--- src/rtl/ppu_spr_dma.sv ---
`default_nettype none
// ============================================================================
//  Module      : ppu_spr_dma
//  Description : Sprite DMA engine. Snoops the CPU bus for a write to the DMA
//                trigger register. It then becomes a bus master and copies
//                256 bytes from page {wdata,8'hxx} to the OAM data register.
//                Each byte takes one read, one read-latency cycle and one
//                write.
//  Revision    : 1.0 - initial release
// ----------------------------------------------------------------------------
//  Ports
//    i_cpu_clk    in   1   sole clock
//    i_cpu_rst    in   1   synchronous active-high reset
//    i_bus_addr   in  16   snooped CPU bus address
//    i_bus_wn     in   1   snooped CPU write strobe (active-low)
//    i_bus_wdata  in   8   snooped CPU write data (source page)
//    o_spr_req    out  1   bus master request
//    i_spr_gnt    in   1   bus grant
//    o_spr_addr   out 16   master address
//    o_spr_wn     out  1   master write strobe (active-low)
//    o_spr_wdata  out  8   master write data
//    i_spr_rdata  in   8   master read data (one cycle after granted read)
//    o_busy       out  1   transfer in progress
//    o_done       out  1   one-cycle completion pulse
// ============================================================================
module ppu_spr_dma #(
  parameter logic [15:0] P_DMA_REG  = 16'h4014,
  parameter logic [15:0] P_OAM_DATA = 16'h2004
) (
  input  logic        i_cpu_clk,
  input  logic        i_cpu_rst,
  input  logic [15:0] i_bus_addr,
  input  logic        i_bus_wn,
  input  logic [7:0]  i_bus_wdata,
  output logic        o_spr_req,
  input  logic        i_spr_gnt,
  output logic [15:0] o_spr_addr,
  output logic        o_spr_wn,
  output logic [7:0]  o_spr_wdata,
  input  logic [7:0]  i_spr_rdata,
  output logic        o_busy,
  output logic        o_done
);

  typedef enum logic [2:0] {
    S_IDLE = 3'd0,
    S_REQ  = 3'd1,
    S_RD   = 3'd2,
    S_LAT  = 3'd3,
    S_WR   = 3'd4,
    S_DONE = 3'd5
  } state_t;

  state_t     state;
  state_t     state_nxt;
  logic [7:0] page;
  logic [7:0] page_nxt;
  logic [7:0] index;
  logic [7:0] index_nxt;
  logic [7:0] data;
  logic [7:0] data_nxt;
  logic       trigger;

  // CPU write to the DMA register; only acted upon while idle.
  assign trigger = (i_bus_addr == P_DMA_REG) && !i_bus_wn;

  // --------------------------------------------------------------------------
  // State and datapath registers
  // --------------------------------------------------------------------------
  always_ff @(posedge i_cpu_clk) begin
    if (i_cpu_rst) begin
      state <= S_IDLE;
      page  <= 8'h00;
      index <= 8'h00;
      data  <= 8'h00;
    end else begin
      state <= state_nxt;
      page  <= page_nxt;
      index <= index_nxt;
      data  <= data_nxt;
    end
  end

  // --------------------------------------------------------------------------
  // Next-state and output decode. The outputs depend only on the registered
  // state, page, index and data. No bus or grant input reaches an output
  // combinationally.
  // --------------------------------------------------------------------------
  always_comb begin
    state_nxt   = state;
    page_nxt    = page;
    index_nxt   = index;
    data_nxt    = data;
    o_spr_req   = 1'b0;
    o_spr_addr  = {page, 8'h00};
    o_spr_wn    = 1'b1;
    o_spr_wdata = data;
    o_busy      = 1'b1;
    o_done      = 1'b0;

    case (state)
      S_IDLE: begin
        o_busy = 1'b0;
        if (trigger) begin
          page_nxt  = i_bus_wdata;
          index_nxt = 8'h00;
          state_nxt = S_REQ;
        end
      end

      S_REQ: begin
        o_spr_req = 1'b1;
        if (i_spr_gnt) begin
          state_nxt = S_RD;
        end
      end

      S_RD: begin
        o_spr_req  = 1'b1;
        o_spr_addr = {page, index};
        if (i_spr_gnt) begin
          state_nxt = S_LAT;
        end
      end

      // The read data returns one cycle after the granted address. It is
      // captured here whatever the grant is doing.
      S_LAT: begin
        o_spr_req  = 1'b1;
        o_spr_addr = {page, index};
        data_nxt   = i_spr_rdata;
        state_nxt  = S_WR;
      end

      S_WR: begin
        o_spr_req  = 1'b1;
        o_spr_addr = P_OAM_DATA;
        o_spr_wn   = 1'b0;
        if (i_spr_gnt) begin
          // The index never wraps. The last byte goes straight to DONE.
          if (index == 8'hFF) begin
            state_nxt = S_DONE;
          end else begin
            index_nxt = index + 8'd1;
            state_nxt = S_RD;
          end
        end
      end

      S_DONE: begin
        o_done    = 1'b1;
        state_nxt = S_IDLE;
      end

      default: begin
        state_nxt = S_IDLE;
      end
    endcase
  end

endmodule
`default_nettype wire
--- config.mk ---
export PLATFORM = sky130hd
export DESIGN_NAME = ppu_spr_dma
export DESIGN_NICKNAME = d
export VERILOG_FILES = /design/src/rtl/ppu_spr_dma.sv
export SDC_FILE = /design/constraint.sdc
export NUM_CORES = 1
export LEC_CHECK = 0
export ABC_AREA = 1
export CAP_MARGIN = 20
export CORE_ASPECT_RATIO = 0.9
export CORE_MARGIN = 5
export CORE_UTILIZATION = 30
export CTS_BUF_LIST = sky130_fd_sc_hd__clkbuf_2
export DETAILED_ROUTE_END_ITERATION = 7
export HOLD_SLACK_MARGIN = 0.08
export PLACE_DENSITY = 0.6
export SLEW_MARGIN = 20
export SYNTH_ARGS = -nofsm -noshare
export SYNTH_HDL_FRONTEND = slang
export SYNTH_SLANG_ARGS = --single-unit
export TNS_END_PERCENT = 10
--- constraint.sdc ---
create_clock -name i_cpu_clk -period 4.1 [get_ports i_cpu_clk]
set_input_delay 0.41 -clock i_cpu_clk [delete_from_list [all_inputs] [get_ports i_cpu_clk]]
set_output_delay 0.41 -clock i_cpu_clk [all_outputs]
set_load 0.005 [all_outputs]
==> metrics.txt, run 1 <==
outcome finished clean; post-cts resize count 0; Clk Latency, worst-skew pair around 0.36 ns; first-pass GRT wire length 6540 microns; CP endpoint kind primary output; dominant cell type by area after synthesis dfxtp_1; Starting DRT DRC Count between 100 and 150; Yosys top cell area share between 30% and 40%; Hold WC Path Type reg -> reg; #FFs+latches synth 27; TNS Setup 0 ns; final critical-path required period 2.71 ns; Mapped Cells between 200 and 250; mux share of post-synthesis cell area 0%; Ant. Diodes 0; syn avg cell area 6.46 sq um; Total GRT Usage between 10% and 20%; RePlAce Congestion between 0.8 and 0.9; post-route cell area between 0.002 and 0.0025 sq mm; Setup violations, final 0; MaxCap Viol Count 0; Final Routed Wirelength 3980 microns; 1st-pass router iterations 4; Slew headroom between 60% and 70%; Post-synth EDFFs 0; num rows 24; P per Cell Area 397 mW/mm^2; synth top area cells dfxtp_1 36%, nor2_1 17%, nand2_1 9.5%; DP HPWL between 3000 and 4000 microns; Die W around 85 microns; remaining antenna violation count 0; Ports 64; post-synthesis simple-gate area fraction 43.1%; Num CTS Buffers 3; unrepaired setup endpoints after global routing false; # DRC 0; total clock sinks 27; layout net count roughly 330; CTS tree yes; Worst Path Arrival about 2.3 ns; Synth Area in Adders 0.835%; clock transition at the registers of the reported paths 0.26 ns; Die Ht ~77 microns; most frequent cells after synthesis 68 x nor2_1, 38 x nand2_1, 27 x dfxtp_1; syn_nets between 200 and 300; CP startpoint kind register; count leader, synth nor2_1; final hold vios 0; setup bufs post-CTS 0; layout cells sized above 1 7.46%; H-tree depth 1; CTS Hold Bufs 0; pin count of the biggest net entering global routing 22; Worst-Margin Slew about 0.52 ns; wire per inst about 11 microns; routed via count ~1600; leakage approximately 0.86 nW; clock root cell clkbuf_2; full die area about 0.0065 sq mm; initial core utilization between 30% and 40%; Area Growth Syn to Fin 47.2%; Syn. warnings 0; worst vdd ir around 200 uV; Final Skew between 0.007 and 0.008 ns; largest family of logic cells by synthesized area simple AND/OR/NAND/NOR gates; Tcrit/Tclk final between 60% and 70%; Top FF cell, synth dfxtp_1; sequential share of the synthesized area between 30% and 40%; R2R Setup Slk between 2 and 2.5 ns; vias in the first global route between 1000 and 1500; kind of critical path reg -> out; CTS max path bufs 2; Vias per Instance 4.44; CP Max Fanout 10; FFs w/ async S/R, synth 0%; Critical Path RT ~3.7 ns; XOR/XNOR Fraction of Synth Area less than 1%; Mapped Area around 0.0015 sq mm; Synth Area in Compound Gates a little over a tenth; IO Port Bufs 63; Distinct cells, synth 29; initial antenna violation count 0; grt ovf 0; Cell Area, Placed between 0.002 and 0.0025 sq mm; Max Freq 369 MHz; Final Max Tran Viols 0; core area around 0.0048 sq mm
report_power, final:
group,switching (W),leakage (nW),internal [W]
sequential,0.0000355,0.219,0.000302
clock,0.0000828,0.0164,0.0000221
combinational,0.000248,0.624,0.000186
layer usage:
| layer | routed length (microns) | track usage, % | up-vias |
|---|---|---|---|
| li1 | - | - | 854 |
| met1 | 1930 | 16.8 | 700 |
| met2 | 1730 | 17.5 | 42 |
| met3 | 288 | 3.86 | 2 |
| met4 | 26 | 3.80 | 0 |
| met5 | 0 | 0 | - |
metrics by stage:
stage	hold slack, ns	cells	util [%]	power (W)	worst slack (ns)
2_1_floorplan	0.447	232	-	0.000632	2.59
3_3_place_gp	0.463	356	45.2	0.000779	1.82
3_5_place_dp	0.472	356	45.2	0.000778	1.84
4_1_cts	0.506	360	45.7	0.000887	1.36
5_1_grt	0.512	360	45.7	0.000956	1.14
6_report	0.502	360	45.7	0.000877	1.39
cell type report:
class                   instances  area [sq um]
well taps                      65          81.3
inverters                      29           109
fillers                       522          2630
flip-flops and latches         27           541
multi-input cells             172           826
clock inverters                 1          5.00
clock buffers                   3          15.0
repair buffers                 63           631
worst paths after layout:
kind,start,to,cells after the start
worst max-delay path,state[1],o_spr_req,5
worst min-delay path,page[5],page[5],2
worst max register to register,index[0],index[1],10
worst min register to register,page[5],page[5],2
state kept, by name, summed over array words and instances (netlist names):
| signal | cells |
|---|---|
| index | 8 |
| o_spr_wdata | 8 |
| page | 8 |
| state | 3 |
logic make-up after synthesis:
| logic type | Yosys count |
|---|---|
| AOI/OAI and AO/OA | 31 |
| xor gates and xnor gates | 1 |
| adders and majority gates | 1 |
| buffers and inverters | 33 |
| DFF | 27 |
| and+or+nand+nor | 139 |
layout by cell type (no fill, tap or decap), types with 2 or more instances in the layout:
cell type / instances
nor2_4: 4
nand2_4: 2
dfxtp_1: 27
clkdlybuf4s50_1: 63
inv_2: 3
nand2_1: 38
inv_1: 25
o21ai_0: 19
nand4_1: 7
a21oi_1: 10
clkbuf_2: 3
nor3_1: 4
nand3_1: 4
nor2_2: 4
nor2_1: 68
worst max-delay path, stage by stage (launching register included):
cell and delay [ns]:
dfxtp_1 0.49, nand2_1 0.13, nor2_2 0.30, clkinv_1 0.32, nand3_1 0.16, clkdlybuf4s50_1 0.53
Note: power is estimated with default switching activity, not from simulation.
==> run 2: changes to the inputs <==
- PLACE_DENSITY: 0.6 -> 0.62
- clock period: 4.1 -> 2.18 ns (I/O delays scaled with it)
==> run 2 against run 1 <==
Clock power rose by 100%. Die area did not move. Sequential power rose by 91%. First-iteration DRC count rose by 5.4%. Worst hold slack got worse by 0.14 ns. Utilization rose by 0.80 points. Critical path depth did not move. Sequential cell count did not move. Via count rose by 2.1%. Wire length fell by 0.15%.
==> metrics.txt, run 2 (synthesized netlist as in run 1, its figures left out) <==
outcome finished clean; Final Max Tran Viols 0 (unchanged); crit-path max cell delay 0.50 ns (-0.03 ns); total clock sinks 27 (unchanged); # fillers 529 (+1.3%); Final Routed Wirelength 3970 microns (-0.15%); hold path depth 3 (+1); Die W 84.5 microns (unchanged); routed via count 1632 (+2.1%); P per Cell Area 754 mW/mm^2 (+90%); 1st-pass router iterations 4 (unchanged); most frequent cells in the layout 68 x nor2_1, 62 x clkdlybuf4s50_1, 38 x nand2_1; CP startpoint kind register; Max Freq a little under 500 MHz; H-tree depth 1 (unchanged); Tcrit/Tclk final 93.2%; area of the multi-input gates 830 sq um (+0.45%); initial antenna violation count 0 (unchanged); RePlAce Congestion 0.841 (-0.65%); core area 0.00483 sq mm (unchanged); grt ovf 0 (unchanged); Worst Path Arrival 1.81 ns (-0.49 ns); CP Max Fanout 14 (+4); remaining antenna violation count 0 (unchanged); Sw Share 41.6% (-0.20 points); setup bufs post-CTS 0 (unchanged); num rows 24 (unchanged); Pint 0.000990 W (+94%); CTS Hold Bufs 0 (unchanged); initial core utilization 31.0% (unchanged); pin count of the biggest net entering global routing 22 (unchanged); leakage 0.888 nW (+3.4%); Slew headroom 62.9% (-2.5 points); Vias per Instance 4.51 (+1.6%); unrepaired setup endpoints after global routing false; Total GRT Usage 12.1% (+0.080 points); Seq pwr share 38.2% (-0.3 points); cells on worst reg2reg path 10 (unchanged); Hold WC Path Type in -> reg; crit path cell chain nor2_4 > nand2_4 > inv_6 > or2_2 > clkdlybuf4s50_1; worst vdd ir 473 uV (+140%); Ant. Diodes 0 (unchanged); layout net count 335 (+0.60%); CP endpoint kind primary output; fin worst setup slack 0.148 ns (-1.24 ns); clock root cell clkbuf_2; Placement Setup Slack 0.339 ns (-1.50 ns); final critical-path required period 2.03 ns; Setup violations, final 0 (unchanged); CTS tree yes; TNS Setup 0 ns (unchanged); CTS max path bufs 2 (unchanged); Critical-path top delay cell clkdlybuf4s50_1; Num CTS Buffers 3 (unchanged); wire per inst 11.0 microns (-0.70%); kind of critical path reg -> out; DP HPWL 3130 microns (-0.96%); layout cells sized above 1 9.76% (+2.3 points); IO Port Bufs 63 (unchanged); MaxCap Viol Count 0 (unchanged); Ports 64 (unchanged); sw power 0.000704 W (+92%); Area Growth Syn to Fin 49.8%; Gate power share 49.3% (-0.2 points); Reg area 549 sq um (+1.6%); Clk Latency, worst-skew pair 0.38 ns (+0.02 ns); vias in the first global route 1435 (+2.7%); clock transition at the registers of the reported paths 0.29 ns (+0.03 ns); first-pass GRT wire length 6600 microns (+0.95%); Worst-Margin Slew 0.556 ns (+0.0380 ns); Final Skew 0.0193 ns (+0.0116 ns); final hold vios 0 (unchanged); Clk pwr share 12.5% (+0.5 points); Critical Path RT 1.96 ns (-1.73 ns); commonest non-fill, non-tap cell in the layout nor2_1; Die Ht 77.1 microns (unchanged); # DRC 0 (unchanged); Starting DRT DRC Count 117 (+5.4%); full die area 0.00651 sq mm (unchanged)
## run 2: cell types whose count changed in the layout (fill, tap and decap cells not counted)
cell / delta
inv_6: +2
a21oi_1: -1
buf_4: +2
clkdlybuf4s50_1: -1
dfxtp_4: +2
dlymetal6s2s_1: +1
dfxtp_1: -3
inv_1: -1
a21oi_2: +1
dfxtp_2: +1
clkinv_2: -1
## run 2: through the flow
step                      power [W]  cell area [sq um]  util, %  std cells  hold slack [ns]
after CTS                   0.00171               2240     46.3        362            0.339
after detailed placement    0.00147               2200     45.5        358            0.466
after global placement      0.00147               2200     45.5        358            0.463
final                       0.00169               2250     46.5        362            0.366
after global routing        0.00186               2250     46.5        362            0.311
after floorplan             0.00119               1500        -        232            0.287
## run 2: final cells by class
| cell class | instances | area share, % |
|---|---|---|
| Inverter | 29 | 5.07 |
| Multi-Input combinational cell | 172 | 36.9 |
| Clock buffer | 3 | 0.669 |
| Clock inverter | 1 | 0.390 |
| Tap cell | 65 | 3.62 |
| Sequential cell | 27 | 24.5 |
| Timing Repair Buffer | 65 | 28.9 |
## run 2: per-layer routing
metal | vias up | routed length, microns | track usage, % | share of wire [%]
met1 | 733 | 1840 | 15.7 | 46
met3 | 4 | 277 | 4.50 | 7.0
met2 | 33 | 1820 | 18.9 | 46
met4 | 0 | 40 | 3.48 | 1.0
met5 | - | 0 | 0 | 0
li1 | 862 | - | - | -
## run 2: power groups by stage
stage	registers (W)	clock network [W]	logic, W
CTS	0.000647	0.000224	0.000837
floorplan	0.000635	0	0.000552
global placement	0.000644	0	0.000825
finish	0.000647	0.000212	0.000835
detailed placement	0.000645	0	0.000827
global route	0.000659	0.000246	0.000950
## run 2: path summary, 6_finish.rpt
kind,from,end,slack (ns)
max,state[0],o_spr_addr[13],0.15
min,i_spr_rdata[7],o_spr_wdata[7],0.37
max reg2reg,index[0],index[7],0.51
min reg2reg,page[5],page[5],0.50
## run 2: timing repair
item,in CTS,in global routing
gates resized for setup,7,3
setup endpoints to repair,9,6
pin swaps,0,0
## run 2: critical path, delay by kind of cell, from the launching register on
family	cells	cell delay [ns]
flip-flops	1	0.43
buffers and inverters	2	0.64
AND/OR/NAND/NOR	3	0.39
